File: config.mk
export PLATFORM = sky130hd
export DESIGN_NAME = tx_frame_ctrl
export DESIGN_NICKNAME = d
export VERILOG_FILES = /design/src/rtl/tx_frame_ctrl.sv
export SDC_FILE = /design/constraint.sdc
export NUM_CORES = 1
export LEC_CHECK = 0
export CAP_MARGIN = 0
export CORE_MARGIN = 2
export CORE_UTILIZATION = 58
export DETAILED_ROUTE_END_ITERATION = 16
export PLACE_DENSITY = 0.79
export SYNTH_ARGS = -nofsm -noshare
export SYNTH_HDL_FRONTEND = slang
export SYNTH_SLANG_ARGS = --single-unit
File: constraint.sdc
create_clock -name CLK -period 4.5 [get_ports CLK]
set_clock_uncertainty 0.15 [all_clocks]
set_input_delay 0.45 -clock CLK [delete_from_list [all_inputs] [get_ports CLK]]
set_output_delay 0.45 -clock CLK [all_outputs]
set_load 0.02 [all_outputs]
File: src/rtl/tx_frame_ctrl.sv
// tx_frame_ctrl: queues register-read and ALU results and serialises them,
// least-significant byte first, to a UART transmitter using a Busy handshake.
// Ports:
//   CLK, Reset       clock, asynchronous active-low reset
//   RdData/Rd_valid  register-file read result (1 byte per request)
//   ALU_out/_valid   ALU result; arithmetic codes (ALU_FUN[3:2]==00) send BYTES bytes
//   ALU_FUN          ALU function code
//   Busy             transmitter busy
//   Clr_Err          clears Overflow and Timeout_Err
//   Tx_Data/_valid   byte and 1-cycle strobe to the transmitter
//   Q_Full           request queue full (combinational)
//   Overflow         sticky, a request was dropped
//   Timeout_Err      sticky, Busy failed to rise after a strobe
module tx_frame_ctrl #(
    parameter int unsigned WIDTH   = 8,
    parameter int unsigned BYTES   = 2,
    parameter int unsigned DEPTH   = 4,
    parameter int unsigned BUSY_TO = 16
) (
    input  logic                     CLK,
    input  logic                     Reset,
    input  logic [WIDTH-1:0]         RdData,
    input  logic                     Rd_valid,
    input  logic [BYTES*WIDTH-1:0]   ALU_out,
    input  logic                     ALU_out_valid,
    input  logic [3:0]               ALU_FUN,
    input  logic                     Busy,
    input  logic                     Clr_Err,
    output logic [WIDTH-1:0]         Tx_Data,
    output logic                     Tx_Data_valid,
    output logic                     Q_Full,
    output logic                     Overflow,
    output logic                     Timeout_Err
);

    localparam int unsigned DW = BYTES * WIDTH;
    localparam int unsigned LW = 3;
    localparam int unsigned EW = DW + LW;
    localparam int unsigned AW = (DEPTH > 1) ? $clog2(DEPTH) : 1;
    localparam int unsigned CW = AW + 1;
    localparam int unsigned TW = $clog2(BUSY_TO) + 1;

    typedef enum logic [2:0] {
        IDLE    = 3'd0,
        LOAD    = 3'd1,
        SEND    = 3'd2,
        WAIT_HI = 3'd3,
        WAIT_LO = 3'd4
    } state_e;

    state_e             state_q;
    logic [EW-1:0]      mem_q [DEPTH];
    logic [AW-1:0]      wr_ptr_q;
    logic [AW-1:0]      rd_ptr_q;
    logic [CW-1:0]      cnt_q;
    logic [CW-1:0]      cnt_d;
    logic [DW-1:0]      sh_q;
    logic [LW-1:0]      len_q;
    logic [LW-1:0]      idx_q;
    logic [TW-1:0]      tmo_q;
    logic [WIDTH-1:0]   tx_data_q;
    logic               tx_valid_q;
    logic               ovf_q;
    logic               tmo_err_q;

    logic [CW-1:0]      free_c;
    logic               push_rd_c;
    logic               push_alu_c;
    logic               drop_c;
    logic               pop_c;
    logic               tmo_fire_c;
    logic [AW-1:0]      alu_ptr_c;
    logic [LW-1:0]      alu_len_c;
    logic [EW-1:0]      rd_entry_c;
    logic [EW-1:0]      alu_entry_c;
    logic [EW-1:0]      head_c;
    logic               unused_fun_c;

    // Admission: the Rd entry has priority; the ALU entry needs a slot of its own.
    // Free space is judged on the current count, without crediting a same-cycle pop.
    always_comb begin
        free_c      = CW'(DEPTH) - cnt_q;
        push_rd_c   = Rd_valid && (free_c != '0);
        push_alu_c  = ALU_out_valid && (free_c >= (Rd_valid ? CW'(2) : CW'(1)));
        drop_c      = (Rd_valid && !push_rd_c) || (ALU_out_valid && !push_alu_c);
        pop_c       = (state_q == LOAD);
        alu_ptr_c   = wr_ptr_q + AW'(push_rd_c);
        alu_len_c   = (ALU_FUN[3:2] == 2'b00) ? LW'(BYTES) : LW'(1);
        rd_entry_c  = {DW'(RdData), LW'(1)};
        alu_entry_c = {ALU_out, alu_len_c};
        head_c      = mem_q[rd_ptr_q];
        cnt_d       = cnt_q + CW'(push_rd_c) + CW'(push_alu_c) - CW'(pop_c);
        tmo_fire_c  = (state_q == WAIT_HI) && !Busy && (tmo_q == TW'(BUSY_TO - 1));
    end

    assign unused_fun_c = ^ALU_FUN[1:0];

    // Queue storage, no reset needed: validity is tracked by the pointers and count.
    always_ff @(posedge CLK) begin
        if (push_rd_c)  mem_q[wr_ptr_q]  <= rd_entry_c;
        if (push_alu_c) mem_q[alu_ptr_c] <= alu_entry_c;
    end

    // Queue pointers and occupancy.
    always_ff @(posedge CLK or negedge Reset) begin
        if (!Reset) begin
            wr_ptr_q <= '0;
            rd_ptr_q <= '0;
            cnt_q    <= '0;
        end else begin
            wr_ptr_q <= wr_ptr_q + AW'(push_rd_c) + AW'(push_alu_c);
            rd_ptr_q <= rd_ptr_q + AW'(pop_c);
            cnt_q    <= cnt_d;
        end
    end

    // Frame serialiser: pop, emit one byte per Busy handshake.
    always_ff @(posedge CLK or negedge Reset) begin
        if (!Reset) begin
            state_q    <= IDLE;
            sh_q       <= '0;
            len_q      <= '0;
            idx_q      <= '0;
            tmo_q      <= '0;
            tx_data_q  <= '0;
            tx_valid_q <= 1'b0;
        end else begin
            tx_valid_q <= 1'b0;
            case (state_q)
                IDLE: begin
                    if (cnt_q != '0) state_q <= LOAD;
                end
                LOAD: begin
                    sh_q    <= head_c[EW-1:LW];
                    len_q   <= head_c[LW-1:0];
                    idx_q   <= '0;
                    state_q <= SEND;
                end
                SEND: begin
                    if (!Busy) begin
                        tx_data_q  <= sh_q[WIDTH-1:0];
                        sh_q       <= sh_q >> WIDTH;
                        tx_valid_q <= 1'b1;
                        tmo_q      <= '0;
                        state_q    <= WAIT_HI;
                    end
                end
                WAIT_HI: begin
                    if (Busy) begin
                        state_q <= WAIT_LO;
                    end else if (tmo_fire_c) begin
                        state_q <= IDLE;
                    end else begin
                        tmo_q <= tmo_q + TW'(1);
                    end
                end
                WAIT_LO: begin
                    if (!Busy) begin
                        if ((idx_q + LW'(1)) < len_q) begin
                            idx_q   <= idx_q + LW'(1);
                            state_q <= SEND;
                        end else begin
                            state_q <= IDLE;
                        end
                    end
                end
                default: state_q <= IDLE;
            endcase
        end
    end

    // Sticky error flags; a set event outranks a simultaneous clear.
    always_ff @(posedge CLK or negedge Reset) begin
        if (!Reset) begin
            ovf_q     <= 1'b0;
            tmo_err_q <= 1'b0;
        end else begin
            if (drop_c)       ovf_q <= 1'b1;
            else if (Clr_Err) ovf_q <= 1'b0;
            if (tmo_fire_c)   tmo_err_q <= 1'b1;
            else if (Clr_Err) tmo_err_q <= 1'b0;
        end
    end

    assign Tx_Data       = tx_data_q;
    assign Tx_Data_valid = tx_valid_q;
    assign Q_Full        = (cnt_q == CW'(DEPTH));
    assign Overflow      = ovf_q;
    assign Timeout_Err   = tmo_err_q;

endmodule

# Word level (Yosys, flattened, before mapping)

Memories as Yosys holds them, arrays and structs flattened.
Cells that the tools add are included.

Bits in registers: 48
Bits in writable memories: 72
Input port bits: 34
Output and inout port bits: 12
Memories: 1

Memory list:

| memory | words | width | read ports | clocked after memory_dff | wr ports | RTL line | RTL |
|---|---|---|---|---|---|---|---|
| mem_q  | 4     | 18    | 1          | 0                        | 2        | 52       | `logic [EW-1:0] mem_q [DEPTH];` |

Add/subtract/negate cells: 9
Magnitude comparators: 2
Equal/unequal tests: 13
Mux-type cells: 27
Bitwise logic cells: 1
Reduce and logical (&&, ||, !) cells: 24

Operators with widths:

| cell                | number |
|---|---|
| $pmux 16 s2         | 1 |
| $mux 3              | 7 |
| $mux 16             | 1 |
| $mux 5              | 3 |
| $pmux 3 s5          | 1 |
| $ne 2x2->1 const B  | 6 |
| $pmux 5 s2          | 1 |
| $reduce_bool 2->1   | 5 |
| $mux 1              | 9 |
| $reduce_and 4->1    | 2 |
| $add 2x1->2         | 3 |
| $add 3x1->3         | 2 |
| $eq 3x2->1 const B  | 2 |
| $eq 3x3->1 const B  | 2 |
| $logic_and 1x1->1   | 6 |
| $mux 2              | 3 |
| $pmux 3 s2          | 1 |
| $reduce_bool 3->1   | 2 |
| $add 5x1->5 const B | 1 |
| $eq 5x4->1 const B  | 1 |
| $reduce_and 2->1    | 2 |
| $add 3x1->3 const B | 1 |
| $eq 3x1->1 const B  | 1 |
| $ge 3x2->1          | 1 |
| other kinds (10)    | 12 |

# Longest topological paths before layout

Word-level depth: 7
Gate-level depth with buffers: 12
Depth with buffers taken out: 11

# Worst setup path before layout

OpenSTA, ideal clock, no wires.

Path type: register -> register
Start point: register cnt_q[1]
End point: memory mem_q[0][0] in the netlist's numbering (enable)
Arrival: 3.197 ns
Slack: 0.731 ns
Cell stages (with the launch flop): 9
Buffers on the path: 1
Clock period less this slack: 3.769 ns
Cell sequence: dfrtp_1 -> inv_1 -> ha_1 -> ha_1 -> nand2b_1 -> inv_1 -> ha_1 -> buf_2 -> o32ai_1

RTL lines:

| element                | RTL line | RTL |
|---|---|---|
| start, declared        | 55       | `logic [CW-1:0] cnt_q;` |
| start signal, assigned | 113      | `cnt_q <= cnt_d;` |
| end, declared          | 52       |  |

==> impl_metrics.tcl <==
set metrics [dict create \
    status "finished, final reports clean" \
    cts_max_level 4 \
    track_usage_pct 22.3 \
    syn-num-nets 462 \
    maxCapViolCount 0 \
    io_buffers 43 \
    syn_inst 413 \
    path_common_cell "ha_1" \
    row_count 36 \
    synth_edf_count 72 \
    cts_sinks 119 \
    drt-met1-wl_mm 4.58 \
    postRouteAntennaNets 0 \
    critical_path_class "reg -> reg" \
    final-hold-violation-count 0 \
    relSlewSlack_pct 31.6 \
    setup-tns-final_ns 0 \
    die_h_um 104 \
    hold-worst-slack_ns 0.331 \
    grt_pass1_wl_mm 18.4 \
    yosysWarnings 0 \
    area_growth_pct 19.6 \
    dieArea_mm2 0.0108 \
    via_per_inst 5.79 \
    fin_crit_sh_pct 79.9 \
    drive_gt1_share_pct 23.5 \
    crit_cells 10 \
    firstDrtPassIters 4 \
    ios 46 \
    syn-cell-area_mm2 0.00577 \
    startpoint_type "flop" \
    num-nets-final 513 \
    power.leakage_nw 2.68 \
    drtIter0Drc 215 \
    num_vias 3533 \
    clkLatencyLatePin_ns 0.52 \
    syn_avg_cell_area_um2 14.0 \
    first_global_vias 3611 \
    clock_path_buffers 2 \
    drt_wl_total_mm 11.3 \
    endpoint_kind "flop" \
    root_buffer "clkbuf_8" \
    die_w_um 104 \
    setup_viol 0 \
    clk_pin_slew_ns 0.06 \
    max_clock_freq_ghz 0.278 \
    cts_tree "built" \
    slowest_delay_ns 0.63 \
    path_delay_family "simple AND/OR/NAND/NOR gates" \
    p_total_mw 5.26 \
    routed-wl-met3_um 641 \
    drcViolationCount 0 \
    min_period_ns 3.60 \
    fillers 669 \
    grt.overflow.total 0 \
    cpMaxStageDelayCell "nor3_4" \
    highest_layer "met4" \
    power_density_mw_per_mm2 763 \
    peakVddDrop_v 0.000354 \
    synthDistinctLibCells 55 \
    grt_max_degree 48 \
    antenna_found_initial 0 \
    hpwl_mm 6.96 \
    ys_seq_area_share_pct 57.9 \
    met2_length_mm 5.93 \
    holdPathStages 1 \
    worstMarginPinSlew_ns 1.03 \
    reg2reg_depth 10 \
    crit_buf_inv 2 \
    cp.arrival_ns 3.70 \
    path_cells "inv_1, ha_1, ha_1, nand2b_1, inv_1, ha_1, xnor2_2, nand2_1, nor3_4, mux2_2" \
    cts_buffers 17 \
    synthFlopType "edfxtp_1" \
    synth-async-reset-ratio_pct 39.5 \
    diodes 0 \
    min_path_type "reg -> reg" \
    start_util_pct 59.3 \
    core_mm2 0.00973 \
    report.final.slew_viol_count 0 \
    gp_congestion 0.792 \
    critPathMaxFanout 16 \
    post-cts-setup-buffers 0 \
    required_ns 4.61 \
    grt_setup_unrepaired "no" \
    synth_seq_cells 119 \
    wl_per_cell_um 18.5 \
]
[worst paths after layout]
| kind | slack [ns] | start | to |
|---|---|---|---|
| hold / removal | 0.33 | tmo_q[3] | tmo_q[3] |
| setup reg to reg | 0.90 | cnt_q[0] | mem_q[1][8] |
| max in group asynchronous | 3.06 | Reset | sh_q[9] |
| hold reg to reg | 0.33 | tmo_q[3] | tmo_q[3] |
| setup / recovery | 0.90 | cnt_q[0] | mem_q[1][8] |
| min in group asynchronous | 0.50 | Reset | tmo_q[0] |
[cell usage in the layout (no fill, tap or decap), drive strengths merged, types with 2 or more instances in the layout]
cell,instances
clkdlybuf4s50,42
buf,9
mux2,41
nor2,17
o21ai,10
dfrtp,47
o2bb2ai,2
or2,2
or3b,3
inv,19
o31ai,3
a22o,9
nand3,5
ha,13
xor2,4
mux2i,2
a22oi,2
a21oi,23
and2,33
nor2b,4
and3,2
fa,2
a32o,2
mux4,18
clkinv,6
edfxtp,72
nor3,11
clkbuf,22
nand2,24
nor3b,3
xnor2,3
nand2b,6
o22ai,2
nor4,2
[per-stage QoR]
| stage | worst slack (ns) | cells | area, um^2 | util, % |
|---|---|---|---|---|
| after floorplan | 0.731 | 413 | 5770 | - |
| after global placement | 1.08 | 577 | 6310 | 64.9 |
| after detailed placement | 0.958 | 577 | 6310 | 64.9 |
| after CTS | 0.904 | 610 | 6900 | 70.9 |
| after global routing | 0.677 | 610 | 6900 | 70.9 |
| final | 0.903 | 610 | 6900 | 70.9 |
[layout make-up]
cell class | instances | area (um^2) | area share [%]
flip-flops and latches | 119 | 3340 | 48.4
multi-input cells | 258 | 2260 | 32.8
well taps | 133 | 166 | 2.41
clock inverters | 10 | 88.8 | 1.29
inverters | 16 | 60.1 | 0.871
clock buffers | 22 | 485 | 7.04
repair buffers | 52 | 495 | 7.18
[state kept, by name (all words and copies together) (netlist names)]
| name | flops |
|---|---|
| len_q | 2 |
| Tx_Data | 8 |
| cnt_q | 3 |
| rd_ptr_q | 2 |
| state_q | 3 |
| Timeout_Err | 1 |
| wr_ptr_q | 2 |
| sh_q | 16 |
| tmo_q | 5 |
| idx_q | 3 |
| Tx_Data_valid | 1 |
| mem_q | 72 |
| Overflow | 1 |
[routing by layer]
metal	up-vias	track usage [%]
met1	1775	27.9
li1	1638	-
met4	0	8.01
met2	108	38.0
met5	-	0
met3	12	5.66
[timing repair]
item                                   in CTS  in global routing
endpoints found under the hold margin      18                  0
hold buffers                                1                  0
gates resized for setup                     0                  0
[synthesized netlist by cell type, types with 3 or more instances]
| library cell | instances | area share (%) |
|---|---|---|
| o21ai_0 | 10 | 0.87 |
| ha_1 | 13 | 2.8 |
| and2_1 | 33 | 3.6 |
| nand2_1 | 24 | 1.6 |
| edfxtp_1 | 72 | 37 |
| buf_6 | 4 | 0.78 |
| clkbuf_1 | 8 | 0.52 |
| a21oi_1 | 23 | 2.0 |
| dfrtp_1 | 47 | 20 |
| mux2_4 | 8 | 2.1 |
| nand3_1 | 5 | 0.43 |
| mux4_2 | 18 | 7.0 |
| nor2_1 | 17 | 1.1 |
| xor2_1 | 3 | 0.46 |
| o31ai_1 | 3 | 0.39 |
| nand2b_1 | 6 | 0.65 |
| buf_2 | 5 | 0.43 |
| nor2b_1 | 3 | 0.33 |
| nor3b_1 | 3 | 0.39 |
| mux2_2 | 32 | 6.2 |
| nor3_1 | 8 | 0.69 |
| inv_1 | 15 | 0.98 |
| a22o_1 | 9 | 1.4 |
[cell families after synthesis]
group | synth area share (%)
AND/OR/NAND/NOR | 11.7
flip-flops | 57.9
buffers and inverters | 3.04
XOR/XNOR | 1.32
multiplexers | 15.9
adder cells (fa/ha/maj) | 3.51
AO/OA/AOI/OAI | 6.68
[where the power goes]
part / switching (mW) / internal [mW]
registers: 0.273 / 1.71
logic: 1.07 / 0.907
clock network: 0.479 / 0.812
Note: power is estimated with default switching activity, not from simulation.
